--- src/rtl/vend_ctrl_fsm_pkg.sv ---
// Shared definitions for the vending controller: state codes, money width,
// balance limit and a small state-class helper.
package vend_pkg;

    localparam int VAL_W = 11;
    localparam logic [VAL_W-1:0] MAX_BAL = 11'd1999;

    localparam logic [2:0] ST_IDLE    = 3'd0;
    localparam logic [2:0] ST_SELECT  = 3'd1;
    localparam logic [2:0] ST_PAY_CHK = 3'd2;
    localparam logic [2:0] ST_PAY_DO  = 3'd3;
    localparam logic [2:0] ST_DISP    = 3'd4;
    localparam logic [2:0] ST_WARN    = 3'd5;
    localparam logic [2:0] ST_CHARGE  = 3'd6;

    typedef logic [VAL_W-1:0] val_t;

    // Coins are only taken while the machine is idle or browsing products.
    function automatic logic coin_state(input logic [2:0] st);
        return (st == ST_IDLE) || (st == ST_SELECT);
    endfunction

endpackage

--- src/rtl/vend_ctrl_fsm_if.sv ---
// Handshake bundle between the touch/flag driver (master) and the
// vending controller (slave).
interface vend_ctrl_fsm_if;
    import vend_pkg::*;

    logic       select_flag;
    logic       sure_flag;
    logic       cancel_flag;
    logic       coin_sig;
    logic       charge_flag;
    logic       nonenough_flag;
    logic       coin_ov_flag;
    logic [3:0] product_number;
    val_t       coin_val_sum;

    logic       selected_sta_flag;
    logic       coin_sta_flag;
    logic       coin_fn_flag;
    logic       pay_sta_flag;
    logic       pay_st_flag;
    logic       charge_st_flag;
    logic       dispense_flag;
    logic       warn_flag;
    logic       coin_rej_flag;
    logic       charge_busy;
    val_t       change_val;
    logic [2:0] state_o;

    modport slave (
        input  select_flag, sure_flag, cancel_flag, coin_sig, charge_flag,
               nonenough_flag, coin_ov_flag, product_number, coin_val_sum,
        output selected_sta_flag, coin_sta_flag, coin_fn_flag, pay_sta_flag,
               pay_st_flag, charge_st_flag, dispense_flag, warn_flag,
               coin_rej_flag, charge_busy, change_val, state_o
    );

    modport master (
        output select_flag, sure_flag, cancel_flag, coin_sig, charge_flag,
               nonenough_flag, coin_ov_flag, product_number, coin_val_sum,
        input  selected_sta_flag, coin_sta_flag, coin_fn_flag, pay_sta_flag,
               pay_st_flag, charge_st_flag, dispense_flag, warn_flag,
               coin_rej_flag, charge_busy, change_val, state_o
    );

endinterface

--- src/rtl/vend_ctrl_fsm_coin_accept.sv ---
// Coin acceptance: holds a coin pending for COIN_DLY cycles, samples the
// driver's overflow flag one cycle before deciding, then pulses add or reject.
module vend_coin_accept #(
    parameter int COIN_DLY = 2
) (
    input  logic clk,
    input  logic rst_n,
    input  logic coin_sig,
    input  logic coin_en,
    input  logic coin_ov_flag,
    output logic pending,
    output logic coin_take,
    output logic coin_fn_flag,
    output logic coin_rej_flag
);
    import vend_pkg::*;

    localparam int CW = $clog2(COIN_DLY + 1);

    logic          pending_q, pending_d;
    logic [CW-1:0] cnt_q, cnt_d;
    logic          fn_q, fn_d;
    logic          rej_q, rej_d;
    logic          decide;

    always_comb begin
        coin_take = coin_en && !pending_q && coin_sig;
        decide    = pending_q && (cnt_q == CW'(1));
        pending_d = pending_q;
        cnt_d     = cnt_q;
        fn_d      = 1'b0;
        rej_d     = 1'b0;
        if (coin_take) begin
            pending_d = 1'b1;
            cnt_d     = CW'(COIN_DLY - 1);
        end else if (decide) begin
            pending_d = 1'b0;
            cnt_d     = '0;
            fn_d      = !coin_ov_flag;
            rej_d     = coin_ov_flag;
        end else if (pending_q) begin
            cnt_d = cnt_q - CW'(1);
        end
    end

    always_ff @(posedge clk) begin
        if (!rst_n) begin
            pending_q <= 1'b0;
            cnt_q     <= '0;
            fn_q      <= 1'b0;
            rej_q     <= 1'b0;
        end else begin
            pending_q <= pending_d;
            cnt_q     <= cnt_d;
            fn_q      <= fn_d;
            rej_q     <= rej_d;
        end
    end

    assign pending       = pending_q;
    assign coin_fn_flag  = fn_q;
    assign coin_rej_flag = rej_q;

endmodule

--- src/rtl/vend_ctrl_fsm.sv ---
// Central vending-machine controller. Optional auto refund after dispensing
// is enabled by defining VEND_AUTO_CHANGE_EN.
module vend_ctrl_fsm #(
    parameter int COIN_DLY = 2,
    parameter int DISP_CYC = 50_000_000,
    parameter int WARN_CYC = 25_000_000,
    parameter int CHG_CYC  = 50_000_000
) (
    input logic            clk,
    input logic            rst_n,
    vend_ctrl_fsm_if.slave bus
);
    import vend_pkg::*;

    localparam int MAX_DW  = (DISP_CYC > WARN_CYC) ? DISP_CYC : WARN_CYC;
    localparam int MAX_CYC = (MAX_DW > CHG_CYC) ? MAX_DW : CHG_CYC;
    localparam int TW      = ($clog2(MAX_CYC) < 1) ? 1 : $clog2(MAX_CYC);

    logic [2:0]    state_q, state_d;
    logic [TW-1:0] timer_q, timer_d;
    val_t          chg_q, chg_d;
    logic          ready_q;

    logic coin_en, coin_pending, coin_take, coin_busy, timer_done;

    // ready_q keeps every output low in the cycles that follow a reset edge.
    assign coin_en    = ready_q && coin_state(state_q);
    assign coin_busy  = coin_pending || coin_take;
    assign timer_done = (timer_q == '0);

    vend_coin_accept #(.COIN_DLY(COIN_DLY)) u_coin (
        .clk           (clk),
        .rst_n         (rst_n),
        .coin_sig      (bus.coin_sig),
        .coin_en       (coin_en),
        .coin_ov_flag  (bus.coin_ov_flag),
        .pending       (coin_pending),
        .coin_take     (coin_take),
        .coin_fn_flag  (bus.coin_fn_flag),
        .coin_rej_flag (bus.coin_rej_flag)
    );

    always_comb begin
        state_d = state_q;
        timer_d = timer_done ? '0 : timer_q - TW'(1);
        chg_d   = chg_q;
        case (state_q)
            ST_IDLE: begin
                if (bus.select_flag) begin
                    state_d = ST_SELECT;
                end else if (bus.charge_flag && !coin_busy) begin
                    state_d = ST_CHARGE;
                    timer_d = TW'(CHG_CYC - 1);
                    chg_d   = bus.coin_val_sum;
                end
            end
            ST_SELECT: begin
                if (bus.cancel_flag) begin
                    state_d = ST_IDLE;
                end else if (bus.sure_flag && (bus.product_number != 4'd0) && !coin_busy) begin
                    state_d = ST_PAY_CHK;
                end
            end
            ST_PAY_CHK: begin
                if (bus.nonenough_flag) begin
                    state_d = ST_WARN;
                    timer_d = TW'(WARN_CYC - 1);
                end else begin
                    state_d = ST_PAY_DO;
                end
            end
            ST_PAY_DO: begin
                state_d = ST_DISP;
                timer_d = TW'(DISP_CYC - 1);
            end
            ST_DISP: begin
                if (timer_done) begin
                    state_d = ST_IDLE;
`ifdef VEND_AUTO_CHANGE_EN
                    if (bus.coin_val_sum != '0) begin
                        state_d = ST_CHARGE;
                        timer_d = TW'(CHG_CYC - 1);
                        chg_d   = bus.coin_val_sum;
                    end
`else
                    chg_d = chg_q;
`endif
                end
            end
            ST_WARN: begin
                if (timer_done) state_d = ST_SELECT;
            end
            ST_CHARGE: begin
                if (timer_done) state_d = ST_IDLE;
            end
            default: state_d = ST_IDLE;
        endcase
    end

    always_ff @(posedge clk) begin
        if (!rst_n) begin
            state_q <= ST_IDLE;
            timer_q <= '0;
            chg_q   <= '0;
            ready_q <= 1'b0;
        end else begin
            state_q <= state_d;
            timer_q <= timer_d;
            chg_q   <= chg_d;
            ready_q <= 1'b1;
        end
    end

    assign bus.selected_sta_flag = (state_q == ST_SELECT);
    assign bus.coin_sta_flag     = coin_en || coin_pending;
    assign bus.pay_sta_flag      = (state_q == ST_PAY_CHK) || (state_q == ST_PAY_DO);
    assign bus.pay_st_flag       = (state_q == ST_PAY_DO);
    assign bus.charge_st_flag    = (state_q == ST_CHARGE) && (timer_q == TW'(CHG_CYC - 1));
    assign bus.dispense_flag     = (state_q == ST_DISP);
    assign bus.warn_flag         = (state_q == ST_WARN);
    assign bus.charge_busy       = (state_q == ST_CHARGE);
    assign bus.change_val        = chg_q;
    assign bus.state_o           = state_q;

endmodule

--- src/flat_wrapper.sv ---
// flat-port wrapper written by rule: the top's interface ports become plain ports
module vend_ctrl_fsm_flat import vend_pkg::*;
#(
    parameter int COIN_DLY = 2,
    parameter int DISP_CYC = 50_000_000,
    parameter int WARN_CYC = 25_000_000,
    parameter int CHG_CYC  = 50_000_000
)
  (clk, rst_n, bus_select_flag, bus_sure_flag, bus_cancel_flag, bus_coin_sig, bus_charge_flag, bus_nonenough_flag, bus_coin_ov_flag, bus_product_number, bus_coin_val_sum, bus_selected_sta_flag, bus_coin_sta_flag, bus_coin_fn_flag, bus_pay_sta_flag, bus_pay_st_flag, bus_charge_st_flag, bus_dispense_flag, bus_warn_flag, bus_coin_rej_flag, bus_charge_busy, bus_change_val, bus_state_o);
  vend_ctrl_fsm_if bus_i ();
  input logic clk;
  input logic rst_n;
  input wire logic [$bits(bus_i.select_flag)-1:0] bus_select_flag;
  input wire logic [$bits(bus_i.sure_flag)-1:0] bus_sure_flag;
  input wire logic [$bits(bus_i.cancel_flag)-1:0] bus_cancel_flag;
  input wire logic [$bits(bus_i.coin_sig)-1:0] bus_coin_sig;
  input wire logic [$bits(bus_i.charge_flag)-1:0] bus_charge_flag;
  input wire logic [$bits(bus_i.nonenough_flag)-1:0] bus_nonenough_flag;
  input wire logic [$bits(bus_i.coin_ov_flag)-1:0] bus_coin_ov_flag;
  input wire logic [$bits(bus_i.product_number)-1:0] bus_product_number;
  input wire logic [$bits(bus_i.coin_val_sum)-1:0] bus_coin_val_sum;
  output wire logic [$bits(bus_i.selected_sta_flag)-1:0] bus_selected_sta_flag;
  output wire logic [$bits(bus_i.coin_sta_flag)-1:0] bus_coin_sta_flag;
  output wire logic [$bits(bus_i.coin_fn_flag)-1:0] bus_coin_fn_flag;
  output wire logic [$bits(bus_i.pay_sta_flag)-1:0] bus_pay_sta_flag;
  output wire logic [$bits(bus_i.pay_st_flag)-1:0] bus_pay_st_flag;
  output wire logic [$bits(bus_i.charge_st_flag)-1:0] bus_charge_st_flag;
  output wire logic [$bits(bus_i.dispense_flag)-1:0] bus_dispense_flag;
  output wire logic [$bits(bus_i.warn_flag)-1:0] bus_warn_flag;
  output wire logic [$bits(bus_i.coin_rej_flag)-1:0] bus_coin_rej_flag;
  output wire logic [$bits(bus_i.charge_busy)-1:0] bus_charge_busy;
  output wire logic [$bits(bus_i.change_val)-1:0] bus_change_val;
  output wire logic [$bits(bus_i.state_o)-1:0] bus_state_o;
  assign bus_i.select_flag = bus_select_flag;
  assign bus_i.sure_flag = bus_sure_flag;
  assign bus_i.cancel_flag = bus_cancel_flag;
  assign bus_i.coin_sig = bus_coin_sig;
  assign bus_i.charge_flag = bus_charge_flag;
  assign bus_i.nonenough_flag = bus_nonenough_flag;
  assign bus_i.coin_ov_flag = bus_coin_ov_flag;
  assign bus_i.product_number = bus_product_number;
  assign bus_i.coin_val_sum = bus_coin_val_sum;
  assign bus_selected_sta_flag = bus_i.selected_sta_flag;
  assign bus_coin_sta_flag = bus_i.coin_sta_flag;
  assign bus_coin_fn_flag = bus_i.coin_fn_flag;
  assign bus_pay_sta_flag = bus_i.pay_sta_flag;
  assign bus_pay_st_flag = bus_i.pay_st_flag;
  assign bus_charge_st_flag = bus_i.charge_st_flag;
  assign bus_dispense_flag = bus_i.dispense_flag;
  assign bus_warn_flag = bus_i.warn_flag;
  assign bus_coin_rej_flag = bus_i.coin_rej_flag;
  assign bus_charge_busy = bus_i.charge_busy;
  assign bus_change_val = bus_i.change_val;
  assign bus_state_o = bus_i.state_o;
  vend_ctrl_fsm #(.COIN_DLY(COIN_DLY), .DISP_CYC(DISP_CYC), .WARN_CYC(WARN_CYC), .CHG_CYC(CHG_CYC)) u_core (.clk(clk), .rst_n(rst_n), .bus(bus_i));
endmodule
--- config.mk ---
export PLATFORM = sky130hd
export DESIGN_NAME = vend_ctrl_fsm_flat
export DESIGN_NICKNAME = d
export VERILOG_FILES = /design/src/rtl/vend_ctrl_fsm_pkg.sv /design/src/rtl/vend_ctrl_fsm_if.sv /design/src/rtl/vend_ctrl_fsm_coin_accept.sv /design/src/rtl/vend_ctrl_fsm.sv /design/src/flat_wrapper.sv
export SDC_FILE = /design/constraint.sdc
export NUM_CORES = 1
export LEC_CHECK = 0
export CAP_MARGIN = 0
export CORE_AREA = 3 3 73 75
export DETAILED_ROUTE_END_ITERATION = 16
export DIE_AREA = 0 0 76 78
export PLACE_DENSITY_LB_ADDON = 0.15
export SLEW_MARGIN = 20
export SYNTH_ARGS = -nofsm -noshare
export SYNTH_HDL_FRONTEND = slang
export SYNTH_HIERARCHICAL = 1
export SYNTH_SLANG_ARGS = --single-unit
--- constraint.sdc ---
create_clock -name clk -period 4.3 [get_ports clk]
set_input_delay 1.075 -clock clk [delete_from_list [all_inputs] [get_ports clk]]
set_output_delay 1.075 -clock clk [all_outputs]
set_load 0.03 [all_outputs]
==> results of run 1 <==
[path summary, 6_finish.rpt]
| path | from | to | slack [ns] | depth (start not counted) |
|---|---|---|---|---|
| setup reg to reg | u_core/bus.state_o[2] | u_core/timer_q[24] | 1.91 | 9 |
| setup / recovery | u_core/bus.state_o[2] | bus_charge_st_flag | 0.95 | 5 |
| hold / removal | u_core/bus.change_val[6] | u_core/bus.change_val[6] | 0.47 | 2 |
| hold reg to reg | u_core/bus.change_val[6] | u_core/bus.change_val[6] | 0.47 | 2 |
[registers in the layout, indices dropped and copies added (netlist names)]
| register | count |
|---|---|
| u_core/bus.change_val | 11 |
| u_core/bus.state_o | 3 |
| u_core/ready_q | 1 |
| u_core/timer_q | 26 |
| u_core/u_coin/cnt_q | 2 |
| u_core/u_coin/coin_fn_flag | 1 |
| u_core/u_coin/coin_rej_flag | 1 |
| u_core/u_coin/pending | 1 |
[metal layers]
layer | vias up | GRT usage | wire length, µm
met2 | 51 | 0.314 | 2460
met3 | 11 | 0.0522 | 272
met1 | 955 | 0.237 | 2610
met5 | - | 0 | 0
li1 | 1048 | - | -
met4 | 0 | 0.0851 | 136
[cells in the final DEF, fill, tap and decap left out, types with 6 or more instances in the layout]
| cell type | count |
|---|---|
| inv_1 | 8 |
| xnor2_1 | 14 |
| nor2b_1 | 6 |
| nor2_1 | 26 |
| dfxtp_1 | 46 |
| clkdlybuf4s50_1 | 47 |
| a21boi_0 | 13 |
| nand2_1 | 46 |
| clkbuf_8 | 6 |
| nor3_1 | 14 |
| nand3_1 | 9 |
| o21ai_0 | 21 |
[power by group through the flow]
stage | Sequential, mW | Combinational [mW] | Clock (mW)
2_1_floorplan | 0.734 | 0.681 | 0
3_3_place_gp | 0.752 | 0.915 | 0
3_5_place_dp | 0.755 | 0.931 | 0
4_1_cts | 0.746 | 0.935 | 0.332
5_1_grt | 0.773 | 1.05 | 0.347
6_report | 0.748 | 0.935 | 0.328
[per-stage QoR]
| step | util | cells | instance area [µm²] |
|---|---|---|---|
| after floorplan | - | 276 | 2270 |
| after CTS | 0.612 | 387 | 2890 |
| after detailed placement | 0.588 | 380 | 2780 |
| final | 0.612 | 387 | 2890 |
| after global placement | 0.588 | 380 | 2780 |
| after global routing | 0.612 | 387 | 2890 |
[kinds of logic after synthesis]
family / after synthesis
fa+ha+maj: 4
simple gates: 135
flops: 46
compound gates: 54
xor+xnor: 19
buf+inv: 18
[critical path, stage by stage (launching register included)]
cell and delay [ns]:
dfxtp_1 0.54, nor2b_1 0.25, nand2_1 0.14, nor3_1 0.19, and4_1 0.19, clkdlybuf4s50_1 0.66
[final cells by class]
cell class,count,share of cell area
Multi-Input combinational cell,212,0.440
Sequential cell,46,0.319
Timing Repair Buffer,47,0.163
Tap cell,67,0.0290
Clock buffer,6,0.0286
Clock inverter,1,0.0104
Inverter,8,0.0104
==> reports/metrics.yaml, run 1 <==
status: "completed"
io_buffers: 47
ys_warn_count: 6
fin_crit_sh: 0.778
clockRootBuffer: "clkbuf_8"
ctsHoldBuffers: 0
combPwrFrac: 0.465
synthesis.nets: 304
powerDensity_nw_per_um2: 696
ctsLongestPathBuffers: 2
cts.clk_slew.worst_paths_ns: 0.09
chipHeight_um: 78
synth_cell_type_count: 48
synth-xor-area-share: 0.0734
grt_pass1_vias: 1995
seq_area_um2: 921
swShare: 0.428
insertion_delay_ns: 0.30
drc: 0
pwr-share-clk: 0.163
vias_per_cell: 5.34
rsz0062_at_grt: "false"
synth_top_area_share: 0.406
power.switching_mw: 0.860
worst_pin_slew_ns: 0.829
h-tree-depth: 2
cts.sinks: 46
rows: 25
synth_area_per_cell_um2: 8.22
grt_max_degree: 28
antennaDiodeCount: 0
critPathKind: "flip-flop to primary output"
synth_area_leaders: "dfxtp_1 (41%), nand2_1 (7.6%), xnor2_1 (5.4%)"
synth_edf_count: 0
pwr-share-seq: 0.372
mappedNetlistArea_um2: 2270
multi_input_area_um2: 1270
fin_crit_ns: 3.35
syn2layout_area_growth_pct: 27.4
p_leak_nw: 1.07
skew_ns: 0.0108
async_reset_ff_frac: 0
numCtsBuffers: 5
finalWeightedCongestion: 0.877
drt_pass1_iterations: 4
ir_worst_vdd_v: 0.000324
relSlewSlack: 0.445
core_um2: 4720
hold_ws_ns: 0.474
groute.usage.overall: 0.192
hp-class: "flip-flop to flip-flop"
end_kind: "primary output"
start_kind: "flip-flop"
setup_viol: 0
total_power_mw: 2.01
fin_setup_tns_ns: 0
synth_compound_area_frac: 0.157
place_ws_ns: 1.22
io_pins: 48
cts_resized: 0
synthSimpleGateAreaFrac: 0.308
final.fill_count: 451
ys_ff_latch: 46
hold_viol: 0
yosysSeqAreaShare: 0.406
start_util: 0.480
hpwl_mm: 4.03
intPower_mw: 1.15
nets: 348
synth_top_area_cell: "dfxtp_1"
grt_pass1_wl_mm: 9.25
cp_max_fo: 11
cts_tree: "yes"
layout_setup_ws_ns: 0.952
drt_wl_total_mm: 5.48
drt_iter0_markers: 73
dr_total_vias: 2065
die_w_um: 76
yosys-mux-area-fraction: 0
synth_top_family_by_area: "simple AND/OR/NAND/NOR gates"
die_area_um2: 5930
grt_overflow: 0
maxCapViolCount: 0
synth_fa_ha_area_frac: 0.0221
crit_arrival_ns: 2.27
synth_common_cells: "dfxtp_1 (46), nand2_1 (46), nor2_1 (26), o21ai_0 (21)"
ant_nets: 0
syn_inst: 276
post_cts_buffers: 0
drive_gt1_frac: 0.0531
wl_per_cell_um: 14.2
worstPathRequired_ns: 3.22
slew_viol_final: 0
maxClockFrequency_ghz: 0.299
antenna_found_initial: 0
ys.flop_type: "dfxtp_1"
No activity file was read; power rests on OpenSTA's default activity.
==> run 2: changes to the inputs <==
==> constraint.sdc (replaced) <==
create_clock -name clk -period 3.4 [get_ports clk]
set_input_delay 0.85 -clock clk [delete_from_list [all_inputs] [get_ports clk]]
set_output_delay 0.85 -clock clk [all_outputs]
set_load 0.03 [all_outputs]
==> run 2 against run 1 <==
Die area stayed put; combinational power rose by 27%; global-route usage fell by 0.26 points; worst hold slack lost 0.0052 ns; count of clock-buffer cells in the layout up 1; sequential share of layout area shrank 0.096 points; worst setup slack lost 0.63 ns; cell area rose by 0.30%; via count increased by 0.53%; clock skew fell by 0.0071 ns; non-clock buffer count is 4 higher; wire length decreased by 3.2%.
==> reports/metrics.yaml, run 2 (synthesis gave the netlist of run 1 again) <==
top_register: "u_core/timer_q"  # unchanged
grt_pass1_vias: 1955  # was 1995
rows: 25  # unchanged
hp-class: "flip-flop to flip-flop"  # unchanged
slew_viol_final: 0  # unchanged
clockRootBuffer: "clkbuf_8"  # unchanged
layout_setup_ws_ns: 0.322  # was 0.952 ns
start_util: 0.480  # unchanged
drt_pass1_iterations: 4  # unchanged
antennaDiodeCount: 0  # unchanged
critPathKind: "flip-flop to primary output"  # unchanged
numCtsBuffers: 5  # unchanged
io_buffers: 47  # unchanged
die_area_um2: 5930  # unchanged
p_leak_nw: 1.08  # was 1.07 nW
start_kind: "flip-flop"  # unchanged
syn2layout_area_growth_pct: 27.8  # was 27.4%
maxClockFrequency_ghz: 0.325
relSlewSlack: 0.545  # was 0.445
setup_viol: 0  # unchanged
r2r_cells: 7  # was 9
grt_pass1_wl_mm: 9.17  # was 9.25 mm
reg2reg_slack_ns: 1.21  # was 1.91 ns
crit_arrival_ns: 2.23  # was 2.27 ns
fin_setup_tns_ns: 0  # unchanged
rsz0062_at_grt: "false"  # unchanged
crit_path_end: "bus_charge_st_flag"  # unchanged
dr_total_vias: 2076  # was 2065
ir_worst_vdd_v: 0.000422  # was 0.000324 V
cts_resized: 0  # unchanged
cts.clk_slew.worst_paths_ns: 0.08  # was 0.09 ns
h-tree-depth: 2  # unchanged
grt_overflow: 0  # unchanged
groute.usage.overall: 0.189  # was 0.192
insertion_delay_ns: 0.29  # was 0.30 ns
setup.worst_path.start: "u_core/bus.state_o[2]"  # unchanged
whs_path_depth: 2  # unchanged
maxCapViolCount: 0  # unchanged
fin_crit_ns: 3.08
worstPathRequired_ns: 2.55  # was 3.22 ns
ant_nets: 0  # unchanged
drc: 0  # unchanged
nets: 352  # was 348
hold_viol: 0  # unchanged
drive_gt1_frac: 0.0646  # was 0.0531
ctsLongestPathBuffers: 2  # unchanged
chipHeight_um: 78  # unchanged
skew_ns: 0.00372  # was 0.0108 ns
cts_tree: "yes"  # unchanged
cts.sinks: 46  # unchanged
die_w_um: 76  # unchanged
wl_per_cell_um: 13.5  # was 14.2 µm
hpwl_mm: 4.02  # was 4.03 mm
io_pins: 48  # unchanged
path_cells: "nor2b_1 > nand2_1 > nor3_1 > and4_1 > clkdlybuf4s50_1"  # unchanged
cp_slowest_cell: "clkdlybuf4s50_1"  # unchanged
finalWeightedCongestion: 0.942  # was 0.877
status: "completed"  # unchanged
final.fill_count: 438  # was 451
end_kind: "primary output"  # unchanged
vias_per_cell: 5.30  # was 5.34
largest_reg_flops: 26  # unchanged
critical_path.max_stage_delay_ns: 0.66  # about the same
grt_max_degree: 19  # was 28
mostFrequentLayoutCell: "clkdlybuf4s50_1"  # unchanged
drt_iter0_markers: 138  # was 73
worst_pin_slew_ns: 0.672  # was 0.829 ns
post_cts_buffers: 0  # unchanged
layout_common_cells: "clkdlybuf4s50_1 (47), nand2_1 (46), dfxtp_1 (46)"  # unchanged
cp_max_fo: 11  # unchanged
drt_wl_total_mm: 5.30  # was 5.48 mm
antenna_found_initial: 0  # unchanged
core_um2: 4720  # unchanged
rr_startpoint: "u_core/timer_q[0]"  # was u_core/bus.state_o[2]
r2r-end: "u_core/timer_q[20]"  # was u_core/timer_q[24]
fin_crit_sh: 0.905
place_ws_ns: 0.626  # was 1.22 ns
powerDensity_nw_per_um2: 850  # was 696 nW/µm²
ctsHoldBuffers: 0  # unchanged
run 2: changes by cell type in the layout (fill, tap and decap cells not counted):
cell / delta
bufinv_16: -1
clkbuf_1: +1
buf_4: +4
clkinv_2: +1
run 2: worst min path at each step:
stage / from / endpoint / slack [ns]
after global routing: u_core/bus.change_val[8] / u_core/bus.change_val[8] / 0.49
after CTS: u_core/bus.change_val[3] / u_core/bus.change_val[3] / 0.47
after floorplan: u_core/timer_q[18] / u_core/timer_q[18] / 0.46
final: u_core/bus.change_val[8] / u_core/bus.change_val[8] / 0.47
after global placement: u_core/bus.change_val[9] / u_core/bus.change_val[9] / 0.46
after detailed placement: u_core/bus.change_val[3] / u_core/bus.change_val[3] / 0.46
run 2: critical path, delay by kind of cell, from the launching register on:
| kind | cells | cell delay [ns] |
|---|---|---|
| simple gates | 4 | 0.76 |
| buf+inv | 1 | 0.66 |
| flops | 1 | 0.51 |
run 2: cell type report:
class / instances / area, µm² / share of cell area
Multi-Input combinational cell: 212 / 1270 / 0.439
Sequential cell: 46 / 921 / 0.318
Timing Repair Buffer: 51 / 500 / 0.173
Clock buffer: 7 / 86.3 / 0.0298
Tap cell: 67 / 83.8 / 0.0289
Inverter: 8 / 30.0 / 0.0104
Clock inverter: 1 / 5.00 / 0.00173
run 2: stage by stage:
step                area (µm²)  power, mW  instances  hold WS [ns]  utilization
floorplan                 2270       1.79        276         0.456            -
finish                    2900       2.47        392         0.469        0.614
global route              2900       2.67        392         0.493        0.614
CTS                       2900       2.48        392         0.471        0.614
global placement          2810       2.12        384         0.455        0.594
detailed placement        2810       2.14        384         0.460        0.594
run 2: metal layers:
layer,wire (µm),up-vias,global-route usage
met3,340,6,0.0394
met1,2470,949,0.247
met4,77,0,0.0707
met2,2420,69,0.309
li1,-,1052,-
met5,0,-,0
run 2: power breakdown:
group | internal (mW) | switching (mW)
Combinational | 0.521 | 0.670
Sequential | 0.711 | 0.229
Clock | 0.164 | 0.170
==> run 3: changes to the inputs <==
--- a/config.mk
+++ b/config.mk
@@ -7,6 +7,7 @@
 export LEC_CHECK = 0
 export CAP_MARGIN = 0
 export CORE_AREA = 3 3 73 75
+export CTS_BUF_LIST = sky130_fd_sc_hd__clkbuf_8
 export DETAILED_ROUTE_END_ITERATION = 16
 export DIE_AREA = 0 0 76 78
 export PLACE_DENSITY_LB_ADDON = 0.15
==> run 3 against run 2 <==
Cell area is the same; critical path depth is the same; global-route usage is the same; combinational power is essentially flat; first-iteration DRC count is the same; critical endpoint unchanged; highest routed layer unchanged.
==> reports/metrics.yaml, run 3 (synthesis gave the netlist of run 1 again) <==
status: "completed"  # unchanged
cp_slowest_cell: "clkdlybuf4s50_1"  # unchanged
critPathBufInv: 1  # unchanged
dp_cells: 384  # unchanged
path_cells: "nor2b_1 > nand2_1 > nor3_1 > and4_1 > clkdlybuf4s50_1"  # unchanged
rsz0062_at_grt: "false"  # unchanged
vias_per_cell: 5.30  # about the same
groute.usage.overall: 0.189  # unchanged
maxClockFrequency_ghz: 0.325  # about the same
p_leak_nw: 1.09  # was 1.08 nW
critPathKind: "flip-flop to primary output"  # unchanged
start_util: 0.480  # unchanged
start_kind: "flip-flop"  # unchanged
skew_ns: 0.00403  # was 0.00372 ns
r2r_cells: 7  # unchanged
reg2reg_slack_ns: 1.21  # about the same
ir_worst_vdd_v: 0.000423  # was 0.000422 V
ant_nets: 0  # unchanged
clockRootBuffer: "clkbuf_8"  # unchanged
grt_pass1_vias: 1955  # unchanged
core_um2: 4720  # unchanged
fin_cells: 392  # unchanged
drive_gt1_frac: 0.0646  # unchanged
h-tree-depth: 2  # unchanged
ctsLongestPathBuffers: 2  # unchanged
fin_util: 0.614  # unchanged
rr_startpoint: "u_core/timer_q[0]"  # unchanged
cp_top_family: "simple AND/OR/NAND/NOR gates"  # unchanged
dr_total_vias: 2078  # was 2076
nets: 352  # unchanged
powerDensity_nw_per_um2: 850  # about the same
seq_area_um2: 921  # unchanged
hold_end: "u_core/bus.change_val[8]"  # unchanged
layout_common_cells: "clkdlybuf4s50_1 (47), nand2_1 (46), dfxtp_1 (46)"  # unchanged
critical_path.max_stage_delay_ns: 0.66  # about the same
final.fill_count: 438  # unchanged
drt_iter0_markers: 138  # unchanged
finalWeightedCongestion: 0.942  # unchanged
hpwl_mm: 4.02  # unchanged
io_pins: 48  # unchanged
cts_resized: 0  # unchanged
wl_per_cell_um: 13.5  # about the same
cp_max_fo: 11  # unchanged
grt_pass1_wl_mm: 9.17  # unchanged
cts_tree: "yes"  # unchanged
place_ws_ns: 0.626  # unchanged
relSlewSlack: 0.545  # about the same
cts.clk_slew.worst_paths_ns: 0.08  # about the same
multi_input_area_um2: 1270  # unchanged
drc: 0  # unchanged
chipHeight_um: 78  # unchanged
fin_crit_ns: 3.08  # about the same
drt_pass1_iterations: 4  # unchanged
syn2layout_area_growth_pct: 27.8  # unchanged
largest_reg_flops: 26  # unchanged
whs_path_depth: 2  # unchanged
ctsHoldBuffers: 0  # unchanged
maxCapViolCount: 0  # unchanged
slew_viol_final: 0  # unchanged
hold_ws_ns: 0.469  # about the same
cts.sinks: 46  # unchanged
rows: 25  # unchanged
antennaDiodeCount: 0  # unchanged
crit_arrival_ns: 2.23  # about the same
mostFrequentLayoutCell: "clkdlybuf4s50_1"  # unchanged
grt_max_degree: 19  # unchanged
die_area_um2: 5930  # unchanged
antenna_found_initial: 0  # unchanged
hold_viol: 0  # unchanged
grt_overflow: 0  # unchanged
fin_setup_tns_ns: 0  # unchanged
top_register: "u_core/timer_q"  # unchanged
die_w_um: 76  # unchanged
r2r-end: "u_core/timer_q[20]"  # unchanged
worstPathRequired_ns: 2.55  # about the same
min_from: "u_core/bus.change_val[8]"  # unchanged
post_cts_buffers: 0  # unchanged
worst_pin_slew_ns: 0.672  # about the same
setup_viol: 0  # unchanged
io_buffers: 47  # unchanged
end_kind: "primary output"  # unchanged
numCtsBuffers: 5  # unchanged
drt_wl_total_mm: 5.30  # about the same
layout_setup_ws_ns: 0.321  # was 0.322 ns
hp-class: "flip-flop to flip-flop"  # unchanged
fin_crit_sh: 0.906  # was 0.905
insertion_delay_ns: 0.29  # about the same
==> run 3: cell types whose count changed in the layout (fill, tap and decap cells not counted) <==
cell	delta
clkbuf_1	-1
inv_1	+1
==> run 3: layout make-up <==
type	count	share of cell area
multi-input combinational	212	0.439
sequential	46	0.318
timing repair buffer	51	0.173
inverter	8	0.0104
clock buffer	6	0.0285
tap	67	0.0289
clock inverter	2	0.00302
==> run 3: worst max path at each step <==
| stage | start | end | cells after the start |
|---|---|---|---|
| 3_5_place_dp | u_core/bus.state_o[2] | bus_charge_st_flag | 5 |
| 5_1_grt | u_core/bus.state_o[2] | bus_charge_st_flag | 5 |
| 3_3_place_gp | u_core/bus.state_o[2] | bus_charge_st_flag | 5 |
| 2_1_floorplan | u_core/bus.state_o[1] | bus_pay_st_flag | 4 |
| 4_1_cts | u_core/bus.state_o[2] | bus_charge_st_flag | 5 |
| 6_report | u_core/bus.state_o[2] | bus_charge_st_flag | 5 |
==> run 3: layer usage <==
metal	vias up	GRT usage	wire (µm)
met1	957	0.247	2490
met5	-	0	0
li1	1053	-	-
met4	0	0.0707	55
met2	64	0.309	2420
met3	4	0.0394	332
==> run 3: worst min-delay path, delay by kind of cell (launching register included) <==
| kind | cells | cell delay (ns) |
|---|---|---|
| AO/OA/AOI/OAI | 1 | 0.06 |
| AND/OR/NAND/NOR | 1 | 0.05 |
| flip-flops | 1 | 0.31 |
==> run 3: report_power, final <==
part / switching [mW] / total, mW / internal (mW) / leakage [nW]
logic: 0.670 / 1.19 / 0.521 / 0.656
clock network: 0.172 / 0.333 / 0.161 / 0.0524
registers: 0.228 / 0.939 / 0.711 / 0.377
==> run 3: stage by stage <==
step | instance area [µm²] | total power [mW]
finish | 2900 | 2.46
global route | 2900 | 2.67
CTS | 2900 | 2.48
detailed placement | 2810 | 2.14
global placement | 2810 | 2.12
floorplan | 2270 | 1.79
